$ cat src/rtl/lfsr_gen.sv
// Maximal-length LFSR source (Fibonacci or Galois) with seed load, wrap detection
// and a counted burst mode. All outputs are registered in a single clock domain.
module lfsr_gen #(
  parameter int WIDTH    = 10,
  parameter int MODE     = 0,
  parameter int SEED_RST = 1
) (
  input  logic             clk,
  input  logic             rst,
  input  logic             en,
  input  logic             load,
  input  logic [WIDTH-1:0] seed,
  input  logic             start,
  input  logic [WIDTH-1:0] len,
  output logic [WIDTH-1:0] out,
  output logic             valid,
  output logic             busy,
  output logic             done,
  output logic             wrap,
  output logic             seed_zero,
  output logic [WIDTH-1:0] period_cnt
);

  // Tap t of the primitive polynomial maps to mask bit t-1.
  function automatic logic [15:0] tap_mask(input int w);
    case (w)
      3:       return 16'h0006;
      4:       return 16'h000C;
      5:       return 16'h0014;
      6:       return 16'h0030;
      7:       return 16'h0060;
      8:       return 16'h00B8;
      9:       return 16'h0110;
      10:      return 16'h0240;
      11:      return 16'h0500;
      12:      return 16'h0829;
      13:      return 16'h100D;
      14:      return 16'h2015;
      15:      return 16'h6000;
      16:      return 16'hD008;
      default: return 16'h0000;
    endcase
  endfunction

  localparam logic [15:0]      MASK16 = tap_mask(WIDTH);
  localparam logic [WIDTH-1:0] MASK   = MASK16[WIDTH-1:0];
  localparam logic [WIDTH-1:0] SEED_T = SEED_RST[WIDTH-1:0];
  localparam logic [WIDTH-1:0] ONE    = {{(WIDTH-1){1'b0}}, 1'b1};

  if (WIDTH < 3 || WIDTH > 16) begin : g_bad_width
    $error("lfsr_gen: WIDTH must be in 3..16");
  end
  if (SEED_T == '0) begin : g_bad_seed
    $error("lfsr_gen: SEED_RST truncated to WIDTH must be nonzero");
  end

  function automatic logic [WIDTH-1:0] lfsr_step(input logic [WIDTH-1:0] s);
    if (MODE == 0) return {s[WIDTH-2:0], ^(s & MASK)};
    else           return (s >> 1) ^ (s[0] ? MASK : '0);
  endfunction

  typedef enum logic {IDLE, RUN} state_t;

  state_t           state, state_n;
  logic [WIDTH-1:0] out_n, aseed, aseed_n, pcnt_n, rem, rem_n, nxt;
  logic             valid_n, busy_n, done_n, wrap_n, sz_n, do_step;

  assign nxt = lfsr_step(out);

  always_comb begin
    state_n = state;
    out_n   = out;
    aseed_n = aseed;
    pcnt_n  = period_cnt;
    rem_n   = rem;
    valid_n = 1'b0;
    done_n  = 1'b0;
    wrap_n  = 1'b0;
    sz_n    = 1'b0;
    do_step = 1'b0;
    if (load) begin
      // A zero seed would lock the register; substitute 1 and flag it.
      out_n   = (seed == '0) ? ONE : seed;
      aseed_n = out_n;
      pcnt_n  = '0;
      sz_n    = (seed == '0);
      state_n = IDLE;
    end else begin
      case (state)
        IDLE: begin
          if (start) begin
            if (len == '0) begin
              done_n = 1'b1;
            end else begin
              state_n = RUN;
              rem_n   = len;
            end
          end else if (en) begin
            do_step = 1'b1;
          end
        end
        RUN: begin
          do_step = 1'b1;
          rem_n   = rem - 1'b1;
          if (rem == ONE) begin
            done_n  = 1'b1;
            state_n = IDLE;
          end
        end
        default: state_n = IDLE;
      endcase
    end
    if (do_step) begin
      out_n   = nxt;
      valid_n = 1'b1;
      if (nxt == aseed) begin
        wrap_n = 1'b1;
        pcnt_n = '0;
      end else begin
        pcnt_n = period_cnt + 1'b1;
      end
    end
    busy_n = (state_n == RUN);
  end

  always_ff @(posedge clk) begin
    if (rst) begin
      state      <= IDLE;
      out        <= SEED_T;
      aseed      <= SEED_T;
      period_cnt <= '0;
      rem        <= '0;
      valid      <= 1'b0;
      busy       <= 1'b0;
      done       <= 1'b0;
      wrap       <= 1'b0;
      seed_zero  <= 1'b0;
    end else begin
      state      <= state_n;
      out        <= out_n;
      aseed      <= aseed_n;
      period_cnt <= pcnt_n;
      rem        <= rem_n;
      valid      <= valid_n;
      busy       <= busy_n;
      done       <= done_n;
      wrap       <= wrap_n;
      seed_zero  <= sz_n;
    end
  end

endmodule
$ cat config.mk
export PLATFORM = sky130hd
export DESIGN_NAME = lfsr_gen
export DESIGN_NICKNAME = d
export VERILOG_FILES = /design/src/rtl/lfsr_gen.sv
export SDC_FILE = /design/constraint.sdc
export NUM_CORES = 1
export LEC_CHECK = 0
export ABC_AREA = 1
export BUFFER_PORTS_ARGS = -buffer_cell sky130_fd_sc_hd__buf_2
export CAP_MARGIN = 20
export CORE_ASPECT_RATIO = 1.25
export CORE_MARGIN = 2
export CORE_UTILIZATION = 50
export CTS_CLUSTER_DIAMETER = 200
export CTS_CLUSTER_SIZE = 28
export DETAILED_ROUTE_END_ITERATION = 10
export PLACE_DENSITY = 0.74
export SLEW_MARGIN = 10
export SYNTH_ARGS = -nofsm -noshare
export SYNTH_HDL_FRONTEND = slang
export SYNTH_SLANG_ARGS = --single-unit
$ cat constraint.sdc
create_clock -name clk -period 3.2 [get_ports clk]
set_input_delay 0.48 -clock clk [delete_from_list [all_inputs] [get_ports clk]]
set_output_delay 0.48 -clock clk [all_outputs]
set_load 0.01 [all_outputs]
---- After elaboration in Yosys (flattened, before gate mapping) ----
Index checks and enable logic that the tools add are counted.
word-level totals
  register bits ........................... 45
  bits in writable memories ............... 0
  bits in latches ......................... 0
  bits in read-only memories .............. 0
  memories kept ........................... 0
  output and inout port bits .............. 25
  input port bits ......................... 25
  logic and storage cells ................. 49
operators by class
  shift operators ......................... 0
  equality and inequality tests ........... 4
  bitwise operators ....................... 3
  order comparisons ....................... 0
  divide/modulo/power cells ............... 0
  multiply operators ...................... 0
  $add $sub $neg .......................... 2
  muxes and demuxes ....................... 23
  reduce and logical (&&, ||, !) cells .... 8
operators with widths
  cell                   count
  $mux 10                8
  $logic_not 10->1       2
  $pmux 10 s2            1
  $mux 1                 11
  $add 10x1->10 const B  1
  $eq 10x1->1 const B    1
  $eq 10x10->1           1
  $reduce_xor 10->1      1
  $sub 10x1->10 const B  1
  $pmux 1 s2             3
  $reduce_or 2->1        3
  $ne 2x2->1 const B     2
  $not 1->1              3
  $reduce_and 3->1       1
  $reduce_bool 2->1      1

---- Depth between registers and ports, before layout ----
  word-level depth ........................ 6
  gate-level depth with buffers ........... 11
  mapped depth without buffers ............ 11

---- Least setup slack after synthesis ----
OpenSTA, ideal clock, no wires.
  kind .................................... in2reg
  start point ............................. in len[8]
  end point ............................... reg rem[3]
  required time ........................... 3.084 ns
  path slack .............................. 1.814 ns
  path buffers ............................ 0
  library setup time ...................... 0.116 ns
  arrival time ............................ 1.270 ns
  cell stages on the path ................. 7
  path through ............................ or2_0 > nor2_2 > nand3_2 > nand3_2 > inv_1 > o21ai_0 > nor2_1
on the way
  cells in the longest elaborated chain, start to end .. 3
RTL lines
  element                     line  source
  start, declared             14    input logic [WIDTH-1:0] len,
  $logic_not 10->1            92    if (len == '0) begin
  $ne 2x2->1 (no line)        -
  $reduce_and 3->1 (no line)  -
  end signal, assigned        143   rem <= rem_n;
  end, declared               65    logic [WIDTH-1:0] out_n, aseed, aseed_n, pcnt_n, rem, rem_n, nxt;
No other way between the ends.
A chain may end at the register's enable or synchronous reset.

---- Worst setup path after layout ----
  start point ............................. reg state
  end point ............................... reg rem[6]
on the way
  cells in the longest elaborated chain, start to end .. 3
  elaborated cells on any way between the ends .. 5
  those cells by class .................... eq/ne: 2; mux: 1; bitwise: 1; reduce/logical: 1
RTL lines
  element                     line  source
  start, declared             64    state_t state, state_n;
  start signal, assigned      139   state <= state_n;
  $not 1->1                   -
  $ne 2x2->1 (no line)        -
  $reduce_and 3->1 (no line)  -
Parallel ways exist; a longest one is shown, timed or not.

==> results_dict.tcl <==
set metrics [dict create \
    min_period_over_period_pct 58.90 \
    crit_end "rem[6]$_SDFFE_PP0P_" \
    place_ws_ns 1.302 \
    slew_violations 0 \
    antenna_found_initial 0 \
    r2r_end "rem[6]$_SDFFE_PP0P_" \
    cts_setup_buffers 0 \
    port_buffers 49 \
    synth_top_area_cell "dfxtp_1" \
    coreArea_sq_mm 0.004659 \
    synth-compound-area-share_pct 14.47 \
    hold_viol_final 0 \
    hold_start "seed[2]" \
    synth-simple-area-share_pct 34.38 \
    syn-cell-area_sq_mm 0.002395 \
    status "finished, final reports clean" \
    slew_headroom_pct 47.48 \
    yosys_warnings 0 \
    multi_input_area_sq_mm 0.001251 \
    ir_worst_vdd_uv 250.0 \
    clock_latency_ns 0.30 \
    setup_ws_ns 1.315 \
    synth_cell_types 35 \
    numPlacedInstances 458 \
    critPathMaxFanout 15 \
    cts_hold_buf 0 \
    cts_max_path_buffers 2 \
    finalSetupViolCount 0 \
    io_pins 50 \
    tns_ns 0 \
    rsz0062_at_grt "false" \
    rr_startpoint "state$_SDFF_PP0_" \
    crit_path_start_kind "flop" \
    power_density_mw_per_mm2 422.0 \
    dpl_cell_area_sq_mm 0.002668 \
    wl_per_cell_um 11.97 \
    postLayoutCellArea_sq_mm 0.002759 \
    syn_inst 357 \
    initial_core_util_pct 51.40 \
    seq_area_sq_um 900.9 \
    numCtsBuffers 5 \
    clk_pin_slew_ns 0.09 \
    clock_sinks 45 \
    cts_tree "yes" \
    htreeDepth 2 \
    dieArea_sq_mm 0.005363 \
    grtUsageTotal_pct 22.51 \
    antenna_left 0 \
    syn_nets 385 \
    fin_cells 466 \
    leakage_nw 1.298 \
    synth_top_family_by_area "simple AND/OR/NAND/NOR gates" \
    dpl.hpwl_mm 4.335 \
    grt_pass1_vias 2147 \
    fin_util_pct 59.21 \
    muxShareOfSynthArea_pct 0 \
    grtUsageMet1_pct 25.86 \
    drive_above_1_share_pct 18.97 \
    firstDrtPassIters 4 \
    grt_max_degree 16 \
    period_needed_ns 1.885 \
    synth-edff-count 0 \
    maxCapViolations 0 \
    synthFlopType "dfxtp_1" \
    finalPower_mw 1.164 \
    grt_pass1_wl_mm 9.466 \
    gp_congestion 0.9269 \
    ys_seq_area_share_pct 37.62 \
    diodes 0 \
    globalRoute.busiestLayer "met2" \
    grtUsageMet2_pct 41.31 \
    synth-xor-area-share_pct 1.829 \
    fmax_ghz 0.5305 \
    drtIter0Drc 165 \
    use_met3_pct 3.878 \
    drc 0 \
    rows 28 \
    async_flop_share_pct 0 \
    hold-worst-slack_ns 0.4246 \
    endpoint_kind "flop" \
    r2r_slack_ns 1.32 \
    area_delta_synth_final_pct 15.20 \
    startpoint "state$_SDFF_PP0_" \
    fillers 454 \
    vias_per_cell 5.073 \
    cts_resized 0 \
    final_nets 433 \
    path_class "reg -> reg" \
    netlist.area_leader.share_pct 37.62 \
    worstMarginPinSlew_ns 0.7848 \
    synth_area_leaders "dfxtp_1 (38%), nand2_1 (16%), inv_1 (7.5%), nand3_1 (5.4%), nor2_1 (5.2%)" \
    reg2regPathDepth 7 \
    syn_area_per_cell_sq_um 6.708 \
    vias 2364 \
    cts-root-buf "clkbuf_8" \
    wl_mm 5.580 \
    die_y_um 81.38 \
    hold_path.class "in -> reg" \
    finalClockSkew_ns 0.01103 \
    synth-adder-area-share_pct 1.567 \
    die_w_um 65.90 \
    cp_data_required_time_ns 3.39 \
    ys_seq_elements 45 \
    overflow 0 \
    cp_data_arrival_time_ns 2.07 \
]
-- sequential cells by signal (all words and copies together), names as in the netlist --
name        cells
seed_zero       1
wrap            1
rem            10
valid           1
period_cnt     10
state           1
out            10
done            1
aseed          10
-- synthesized netlist by cell type (all sizes together), types with 2 or more instances --
cell type	n
or2	2
nand4	6
nor2	40
nor4	2
nor3b	2
o21ai	19
o22ai	4
nand2	105
inv	52
nand3	28
o221ai	5
buf	7
a21oi	24
dfxtp	45
ha	3
xnor2	4
-- power breakdown --
part	leakage (nW)	internal [mW]	switching (mW)
combinational	0.893	0.0749	0.127
sequential	0.369	0.587	0.0262
clock	0.0364	0.153	0.196
-- layer usage --
| metal | routed length, um | share of wire [%] |
|---|---|---|
| met1 | 2395 | 43 |
| met2 | 2860 | 51 |
| met3 | 214 | 3.8 |
| met4 | 110 | 2.0 |
| met5 | 0 | 0 |
-- cells in the final DEF (no fill, tap or decap), drive strengths merged, types with 2 or more instances in the layout --
master	n
inv	52
clkinvlp	3
nor3b	2
o21ai	19
nor2	40
nor4	2
buf	49
o22ai	4
clkbuf	5
a21oi	24
xnor2	4
o221ai	5
ha	3
or2	2
nand2	105
nand3	28
nand4	6
dfxtp	45
-- worst max-delay path, stage by stage, from the launching register on --
cell     delay, ns
dfxtp_1       0.60
inv_1         0.33
nand2_1       0.21
nand3_2       0.23
inv_1         0.21
nand2_1       0.07
nand3_1       0.07
nand2_1       0.06
-- worst min-delay path by stage --
stage	slack, ns	endpoint	cells past startpoint
final	0.42	aseed[2]$_SDFFE_PP0P_	3
after global routing	0.41	aseed[3]$_SDFFE_PP0P_	3
after CTS	0.41	aseed[3]$_SDFFE_PP0P_	3
after detailed placement	0.46	aseed[1]$_SDFFE_PP0P_	2
after global placement	0.45	aseed[1]$_SDFFE_PP0P_	2
after floorplan	0.44	aseed[1]$_SDFFE_PP0P_	2
-- final cells by class --
class	count	area share [%]
clock inverters	3	0.8163
clock buffers	5	2.494
repair buffers	49	8.889
well taps	60	2.721
multi-input cells	252	45.35
flip-flops and latches	45	32.65
inverters	52	7.075
-- logic make-up after synthesis --
| group | after synthesis |
|---|---|
| buf+inv | 60 |
| fa+ha+maj | 3 |
| compound gates | 56 |
| flops | 45 |
| simple gates | 188 |
| xor+xnor | 5 |
(Power assumes the default switching activity.)
